===== src/rtl/inst_cache_if.sv =====
// PC-side fetch handshake and instruction-RAM port of the instruction cache.
interface inst_cache_if #(
    parameter int d_width = 16,
    parameter int a_width = 8
);
    logic [a_width-1:0] addr;
    logic               rd;
    logic               inval;
    logic [d_width-1:0] data_out;
    logic               odv;
    logic [a_width-1:0] ram_addr;
    logic               ram_re;
    logic [d_width-1:0] ram_data;
    logic               busy;

    modport slave  (input  addr, rd, inval, ram_data,
                    output data_out, odv, ram_addr, ram_re, busy);
    modport master (output addr, rd, inval, ram_data,
                    input  data_out, odv, ram_addr, ram_re, busy);
endinterface


===== src/rtl/inst_cache.sv =====
// Direct-mapped, read-only instruction cache: 1-cycle hits, 3-cycle single-word
// fills from the instruction RAM.
module inst_cache #(
    parameter int d_width  = 16,
    parameter int a_width  = 8,
    parameter int idx_bits = 2
) (
    input  logic          g_clk,
    input  logic          g_clr,
    inst_cache_if.slave   bus
);
    localparam int LINES = 1 << idx_bits;
    localparam int TAG_W = a_width - idx_bits;

    typedef enum logic [1:0] {IDLE, MISS, FILL} state_t;

    state_t               state_q, state_d;
    logic [LINES-1:0]     valid_q, valid_d;
    logic [a_width-1:0]   req_q, req_d;
    logic [d_width-1:0]   dout_q, dout_d;
    logic                 odv_q, odv_d;
    logic [a_width-1:0]   raddr_q, raddr_d;
    logic                 rre_q, rre_d;
    logic                 inv_pend_q, inv_pend_d;
    logic                 fill_we;

    logic [TAG_W-1:0]     tag_mem  [LINES];
    logic [d_width-1:0]   data_mem [LINES];

    logic [idx_bits-1:0]  idx, ridx;
    logic [TAG_W-1:0]     tag, rtag;
    logic                 hit;

    assign idx  = bus.addr[idx_bits-1:0];
    assign tag  = bus.addr[a_width-1:idx_bits];
    assign ridx = req_q[idx_bits-1:0];
    assign rtag = req_q[a_width-1:idx_bits];
    assign hit  = valid_q[idx] && (tag_mem[idx] == tag);

    always_comb begin
        state_d    = state_q;
        valid_d    = valid_q;
        req_d      = req_q;
        dout_d     = dout_q;
        odv_d      = 1'b0;
        raddr_d    = raddr_q;
        rre_d      = 1'b0;
        inv_pend_d = inv_pend_q;
        fill_we    = 1'b0;
        case (state_q)
            IDLE: begin
                if (bus.rd) begin
                    // invalidate wins over a same-cycle lookup, forcing a miss
                    if (hit && !bus.inval) begin
                        dout_d = data_mem[idx];
                        odv_d  = 1'b1;
                    end else begin
                        req_d      = bus.addr;
                        raddr_d    = bus.addr;
                        rre_d      = 1'b1;
                        inv_pend_d = 1'b0;
                        state_d    = MISS;
                    end
                end
            end
            MISS: begin
                if (bus.inval) inv_pend_d = 1'b1;
                state_d = FILL;
            end
            FILL: begin
                // an invalidate seen during the fill keeps the new line invalid
                fill_we       = 1'b1;
                valid_d[ridx] = !inv_pend_q;
                dout_d        = bus.ram_data;
                odv_d         = 1'b1;
                state_d       = IDLE;
            end
            default: state_d = IDLE;
        endcase
        if (bus.inval) valid_d = '0;
    end

    always_ff @(posedge g_clk) begin
        if (g_clr) begin
            state_q    <= IDLE;
            valid_q    <= '0;
            req_q      <= '0;
            dout_q     <= '0;
            odv_q      <= 1'b0;
            raddr_q    <= '0;
            rre_q      <= 1'b0;
            inv_pend_q <= 1'b0;
        end else begin
            state_q    <= state_d;
            valid_q    <= valid_d;
            req_q      <= req_d;
            dout_q     <= dout_d;
            odv_q      <= odv_d;
            raddr_q    <= raddr_d;
            rre_q      <= rre_d;
            inv_pend_q <= inv_pend_d;
        end
    end

    always_ff @(posedge g_clk) begin
        if (fill_we) begin
            tag_mem[ridx]  <= rtag;
            data_mem[ridx] <= bus.ram_data;
        end
    end

    assign bus.data_out = dout_q;
    assign bus.odv      = odv_q;
    assign bus.ram_addr = raddr_q;
    assign bus.ram_re   = rre_q;
    assign bus.busy     = (state_q != IDLE);
endmodule


===== src/flat_wrapper.sv =====
// flat-port wrapper written by rule: the top's interface ports become plain ports
module inst_cache_flat 
#(
    parameter int d_width  = 16,
    parameter int a_width  = 8,
    parameter int idx_bits = 2
)
  (g_clk, g_clr, bus_addr, bus_rd, bus_inval, bus_ram_data, bus_data_out, bus_odv, bus_ram_addr, bus_ram_re, bus_busy);
  inst_cache_if #(.d_width(d_width), .a_width(a_width)) bus_i ();
  input  logic g_clk;
  input  logic g_clr;
  input wire logic [$bits(bus_i.addr)-1:0] bus_addr;
  input wire logic [$bits(bus_i.rd)-1:0] bus_rd;
  input wire logic [$bits(bus_i.inval)-1:0] bus_inval;
  input wire logic [$bits(bus_i.ram_data)-1:0] bus_ram_data;
  output wire logic [$bits(bus_i.data_out)-1:0] bus_data_out;
  output wire logic [$bits(bus_i.odv)-1:0] bus_odv;
  output wire logic [$bits(bus_i.ram_addr)-1:0] bus_ram_addr;
  output wire logic [$bits(bus_i.ram_re)-1:0] bus_ram_re;
  output wire logic [$bits(bus_i.busy)-1:0] bus_busy;
  assign bus_i.addr = bus_addr;
  assign bus_i.rd = bus_rd;
  assign bus_i.inval = bus_inval;
  assign bus_i.ram_data = bus_ram_data;
  assign bus_data_out = bus_i.data_out;
  assign bus_odv = bus_i.odv;
  assign bus_ram_addr = bus_i.ram_addr;
  assign bus_ram_re = bus_i.ram_re;
  assign bus_busy = bus_i.busy;
  inst_cache #(.d_width(d_width), .a_width(a_width), .idx_bits(idx_bits)) u_core (.g_clk(g_clk), .g_clr(g_clr), .bus(bus_i));
endmodule

===== config.mk =====
export PLATFORM = sky130hd
export DESIGN_NAME = inst_cache_flat
export DESIGN_NICKNAME = d
export VERILOG_FILES = /design/src/rtl/inst_cache_if.sv /design/src/rtl/inst_cache.sv /design/src/flat_wrapper.sv
export SDC_FILE = /design/constraint.sdc
export NUM_CORES = 1
export LEC_CHECK = 0
export CORE_ASPECT_RATIO = 1.2
export CORE_MARGIN = 1
export CORE_UTILIZATION = 35
export CTS_BUF_LIST = sky130_fd_sc_hd__clkbuf_8
export CTS_CLUSTER_SIZE = 10
export DETAILED_ROUTE_END_ITERATION = 10
export GPL_TIMING_DRIVEN = 0
export PLACE_DENSITY = 0.54
export SYNTH_ARGS = -nofsm -noshare
export SYNTH_HDL_FRONTEND = slang
export SYNTH_SLANG_ARGS = --single-unit

===== constraint.sdc =====
create_clock -name g_clk -period 2.8 [get_ports g_clk]
set_input_delay 0.28 -clock g_clk [delete_from_list [all_inputs] [get_ports g_clk]]
set_output_delay 0.28 -clock g_clk [all_outputs]
set_load 0.01 [all_outputs]

Word level (Yosys, flattened, before mapping). Memory sizes are Yosys's and may differ from the RTL's. Cells that the tools add are included.

Input port bits: 28. Memories: 2. Memory bits (writable): 88. Word-level logic and storage cells: 59. Register bits: 33.

Muxes and demuxes: 22. Reductions and logical operators: 15. Bitwise gates (word level): 3. Equality and inequality tests: 7. Order comparisons: 3.

Memory list: u_core.data_mem (depth 4, width 16, rd ports 1, clocked after memory_dff 0, write ports 1, line inst_cache.sv:28) `logic [d_width-1:0] data_mem [LINES];`; u_core.tag_mem (depth 4, width 6, rd ports 1, clocked after memory_dff 0, write ports 1, line inst_cache.sv:27) `logic [TAG_W-1:0] tag_mem [LINES];`.

Operator list (count): $mux W16 (2); $pmux W16 S2 (1); $mux W1 (11); $eq A6 B6 Y1 (1); $lt A2 B3 Y1 const B (2); $ne A2 B2 Y1 const B (3); $reduce_and A3 Y1 (2); $reduce_bool A2 Y1 (3); $bwmux W4 (1); $mux W2 (2); $pmux W1 S2 (2); $pmux W2 S2 (1); $reduce_and A4 Y1 (1); $logic_and A1 B1 Y1 (3); $not A1 Y1 (3); $reduce_or A3 Y1 (1); $bmux W1 S2 (1); $demux W1 S2 (1); $eq A2 B1 Y1 const B (1); $eq A2 B2 Y1 const B (1); $ge A2 B1 Y1 const B (1); $logic_not A1 Y1 (2); $logic_not A2 Y1 (1); $ne A2 B1 Y1 const B (1); other kinds (2) (2).

Logic depth before layout (Yosys ltp). Gate-level depths: netlist of the first run.

Depth after elaboration: 7. Gate-level depth with buffers: 9. Depth with buffers taken out: 6.

Worst setup path before layout of the first run. Ideal clock, no wire load.

Kind: register to register. From: register u_core.state_q[0]. To: register u_core.valid_q[0]. Required time: 2668 ps. Slack: 187 ps. Cell stages (with the launch flop): 5. Data arrival time: 2482 ps. Setup time: 132 ps. Cells stage by stage: dfxtp_1 > nand2b_1 > nor3_1 > mux2i_1 > nor3_1.

Longest elaborated chain between the ends: 1.

RTL lines: start, declared (line inst_cache.sv:17) `state_t state_q, state_d;`; start signal, assigned (line inst_cache.sv:94) `state_q <= state_d;`; $eq A2 B2 Y1 (line inst_cache.sv:50) `case (state_q)`; end signal, assigned (line inst_cache.sv:95) `valid_q <= valid_d;`; end, declared (line inst_cache.sv:18) `logic [LINES-1:0] valid_q, valid_d;`.

No other way between the ends. A chain may end at the register's enable or synchronous reset.

Final worst setup path of the first run.
From: register u_core.state_q[1]. To: memory u_core.data_mem[3][5] (enable).

Longest elaborated chain between the ends: 4.

RTL lines: $eq A2 B2 Y1 (line inst_cache.sv:50); $mux W1 (line inst_cache.sv:50); $mux W1 (line inst_cache.sv:106) `if (fill_we) begin`; $mux W1 (implied by the code) (line inst_cache.sv:108) `data_mem[ridx] <= bus.ram_data;`; end, declared (line inst_cache.sv:28).

No other way between the ends.

==> summary.md, run 1 <==
The number of antenna violations at the first check in global routing was 0; the post-route clock skew was 8.73 ps. The mapped netlist covers 4980 um2. Along the worst path, the maximum fanout reaches 22. The number of maximum-capacitance violations is 0, and the proportion of layout cells with a drive suffix above 1 is 18.1%. In this run the critical register-to-register path is captured at u_core.data_mem[3][5]. 0 antenna diodes ended up in the layout. Counting instances, the worst hold path has a depth of 3. The cell count after synthesis came out at 328. In the global route stage, met3 resource usage came out at 4.44%.

The number of hold buffers added after CTS was 0. For the maximum clock path buffer count, the log shows 2. The via count of the routed design came out at 2962. The run gives 14700 um2 as the area enclosed by the die boundary. The core region is 13800 um2. At the later pin of the worst-skew pair, clock insertion delay measures 430 ps. Type of the worst min-delay path: input port to flop. For this run the aggregate overflow at the end of global routing stands at 0. In the synthesized netlist the dominant register cell turns out to be sky130_fd_sc_hd__edfxtp_1. Data on the critical path arrives at its endpoint at 2580 ps.

The tools report the worst reg-to-reg setup slack as 250 ps. The run finished with clean final reports. The logs give 0 for the number of hold violations in the final report and 17 for the TritonCTS buffer count. The beginning of the worst register-to-register path is u_core.state_q[1]. The worst hold path begins at g_clr.

The max-slew violation total from the final report is 0. For this run, design rule violations remaining after detail routing come to 0. Sorting the synthesized cells by how often they occur yields sky130_fd_sc_hd__edfxtp_1 (88), sky130_fd_sc_hd__nand2_1 (36), sky130_fd_sc_hd__dfxtp_1 (33). VDD sags by at most 0.293 mV. Hold is met by 329 ps.

Layout-stage area growth over the synthesis result: 23.1%. Dominant cell by count in the synthesized netlist: sky130_fd_sc_hd__edfxtp_1. The final sum of negative setup slack is 0 ps, and the clock-pin slew reported for the worst setup and hold paths after clock tree synthesis is 70 ps. Number of H-tree levels: 4.

The number of nets handed over by synthesis was 356. The power per unit of standard cell area came out at 597 nW/um2. After synthesis, the cell types taking the most area are sky130_fd_sc_hd__edfxtp_1 (53%), sky130_fd_sc_hd__dfxtp_1 (13%), sky130_fd_sc_hd__mux4_2 (8.6%). The tools report the post-synthesis cell type count as 38. For this run, global-route usage on met2 was measured as 26.4%. At the end of routability-driven placement, the weighted congestion stood at 0.715.

Summed over all cells, the static leakage comes to 2.07 nW. Setup repair after global routing left no endpoint under its margin. Once the clock tree was built, the resizer swapped 0 gates to a different size. The signal on the critical path passes through nor2b_1, clkbuf_1, nand3_1, inv_1. The run gives 0 as the number of warnings issued by yosys. The destination of the worst hold path is u_core.req_q[7]. For this run, the top clock speed supported by timing is 393 MHz. In this run the worst setup path begins at u_core.state_q[1]. Measured against its own limit, the worst slew margin works out to 19.4%.

The chip width works out to 111 um. 55 I/O pins were placed. The count of buffers added on input and output ports is 52. The type of destination of the critical path was a flop. The tools report the global router's overall resource usage as 16.1%. The tools report the placement row count as 47. The standard cell with the maximum stage delay on the critical path was sky130_fd_sc_hd__inv_1. The leading area contributor after synthesis is sky130_fd_sc_hd__edfxtp_1.

Type of origin of the critical path: a flop. TritonCTS built the clock tree. The fraction of the cycle the final worst path needs was 90.9%. The share of synthesized area occupied by flip-flops and latches is 66.3%, and the mean post-synth cell area is 15.2 um2. The number of filler instances in the final layout is 1303. The number of nets at the end of the flow is 430. Among cell families on the critical path, the largest total delay comes from buffers and inverters. In this run, synthesis inferred 88 flip-flops with an integrated enable. Counting cells, the worst reg-to-reg path comes to 4. Detailed placement finished with a half-perimeter wire length of 7150 um. After detailed routing, the number of vias per cell comes to 5.05.

The time the worst path needs with I/O delays and setup works out to 2550 ps. For the sink count of the clock tree, the log shows 121. In this design, the stage delay of the slowest critical-path cell is 900 ps. Counting buffers and inverters, the worst setup path is 4 cells deep. For the number of global-route vias before repair, the log shows 3081. The number of storage elements in the synthesis netlist was 121. The first-pass GRT wire length was 17400 um. Dividing the detail-routed wire length by the instance count gives 19.0 um. The run gives 3.66 mW as the total power draw. Pin count of the biggest net entering global routing: 24. Data on the critical path is required at its endpoint by 2840 ps. In the global route stage, met1 resource usage came out at 20.3%. The top-area cell type share of the netlist area was 53.1%.

The number of buffers and inverters on the critical path works out to 2. Once the clock tree was built, the setup fixing pass inserted 0 buffers. The tools report the length of the first detailed-routing pass in iterations as 4. From bottom edge to top edge, the die measures 133 um.

For the DRC violation total after the first TritonRoute iteration, the log shows 158. The routed design has 11100 um of wire. CTS placed an instance of sky130_fd_sc_hd__clkbuf_8 at the clock tree root.

The layer flagged by global routing as most heavily used is met2. For the initial standard-cell utilization of the core, the log shows 36.0%. The kind of critical path is flop to flop.

The proportion of synthesized flip-flops having asynchronous set or reset is 0%, and the setup violation total in the final timing report is 0. The detail route stage leaves a number of antenna-violating nets equal to 0. For the pin with the worst max-slew slack, the measured transition is 1210 ps.
## power breakdown
group / internal (mW) / leakage [nW] / switching, mW
Combinational: 0.136 / 0.792 / 0.139
Clock: 0.750 / 0.199 / 0.660
Sequential: 1.95 / 1.08 / 0.0235
Total: 2.84 / 2.07 / 0.822
## stage by stage
stage,worst slack (ps),cell area (um2),instances,utilization (%)
global route,48.2,6130,586,44.3
CTS,212,6130,586,44.3
global placement,-1530,5710,551,41.3
finish,255,6130,586,44.3
floorplan,187,4980,328,-
detailed placement,-191,5770,554,41.7
## worst max-delay path by stage
stage / to / slack, ps
detailed placement: u_core.req_q[0] / -190
global placement: u_core.valid_q[0] / -1530
finish: u_core.data_mem[3][5] / 250
floorplan: u_core.valid_q[0] / 190
global route: u_core.data_mem[3][8] / 50
CTS: u_core.data_mem[3][7] / 210
## layer usage
layer	routed length, um	part of all wire, %
met1	4920	44
met2	5600	50
met3	486	4.4
met4	112	1.0
met5	0	0
## sequential cells by signal, indices dropped and copies added (netlist names)
name                 cells
u_core.data_mem         64
u_core.tag_mem          24
u_core.bus.data_out     16
u_core.req_q             8
u_core.valid_q           4
u_core.state_q           2
u_core.bus.odv           1
u_core.bus.ram_re        1
u_core.inv_pend_q        1
## placed cells by master, fill, tap and decap left out, types with 4 or more instances in the layout
cell type,Yosys,final
sky130_fd_sc_hd__o21ai_1,10,10
sky130_fd_sc_hd__o21ai_0,6,6
sky130_fd_sc_hd__o211ai_2,10,10
sky130_fd_sc_hd__edfxtp_1,88,88
sky130_fd_sc_hd__nor2_1,6,4
sky130_fd_sc_hd__xor2_1,4,4
sky130_fd_sc_hd__buf_6,3,6
sky130_fd_sc_hd__nor3b_1,17,17
sky130_fd_sc_hd__clkinv_2,0,5
sky130_fd_sc_hd__dfxtp_1,33,33
sky130_fd_sc_hd__o211ai_1,6,6
sky130_fd_sc_hd__clkdlybuf4s50_1,0,52
sky130_fd_sc_hd__clkbuf_1,12,12
sky130_fd_sc_hd__mux2i_1,20,20
sky130_fd_sc_hd__inv_1,4,8
sky130_fd_sc_hd__nor3_1,7,6
sky130_fd_sc_hd__clkbuf_8,0,20
sky130_fd_sc_hd__nand2_1,36,36
sky130_fd_sc_hd__nand2b_1,18,18
sky130_fd_sc_hd__mux4_2,19,19
sky130_fd_sc_hd__nor2b_1,4,4
## cell families after synthesis
logic type | Yosys count | synth area share [%]
AND/OR/NAND/NOR | 95 | 10.5
XOR/XNOR | 6 | 1.06
multiplexers | 42 | 13.3
flip-flops | 121 | 66.3
buffers and inverters | 24 | 2.46
AO/OA/AOI/OAI | 40 | 6.38
## tightest hold or removal path: cells and delay by family
| family | cells | cell delay [ps] |
|---|---|---|
| buffers and inverters | 1 | 220 |
| multiplexers | 1 | 60 |
| AND/OR/NAND/NOR | 1 | 150 |
## final cells by class
cell class	count	area, um2	share of cell area (%)
buffer	20	108	1.76
clock buffer	20	275	4.49
clock inverter	12	85.1	1.39
inverter	4	15.0	0.245
multi-input combinational	183	1570	25.7
sequential	121	3300	53.9
tap	171	214	3.49
timing repair buffer	55	554	9.05
(Power assumes the default switching activity.)
==> run 2: changes to the inputs <==
--- a/config.mk
+++ b/config.mk
@@ -13,6 +13,7 @@
 export DETAILED_ROUTE_END_ITERATION = 10
 export GPL_TIMING_DRIVEN = 0
 export PLACE_DENSITY = 0.54
+export SKIP_LAST_GASP = 1
 export SYNTH_ARGS = -nofsm -noshare
 export SYNTH_HDL_FRONTEND = slang
 export SYNTH_SLANG_ARGS = --single-unit
==> results of run 2 <==
Final layout, timing and power as in run 1 (identical DEF).
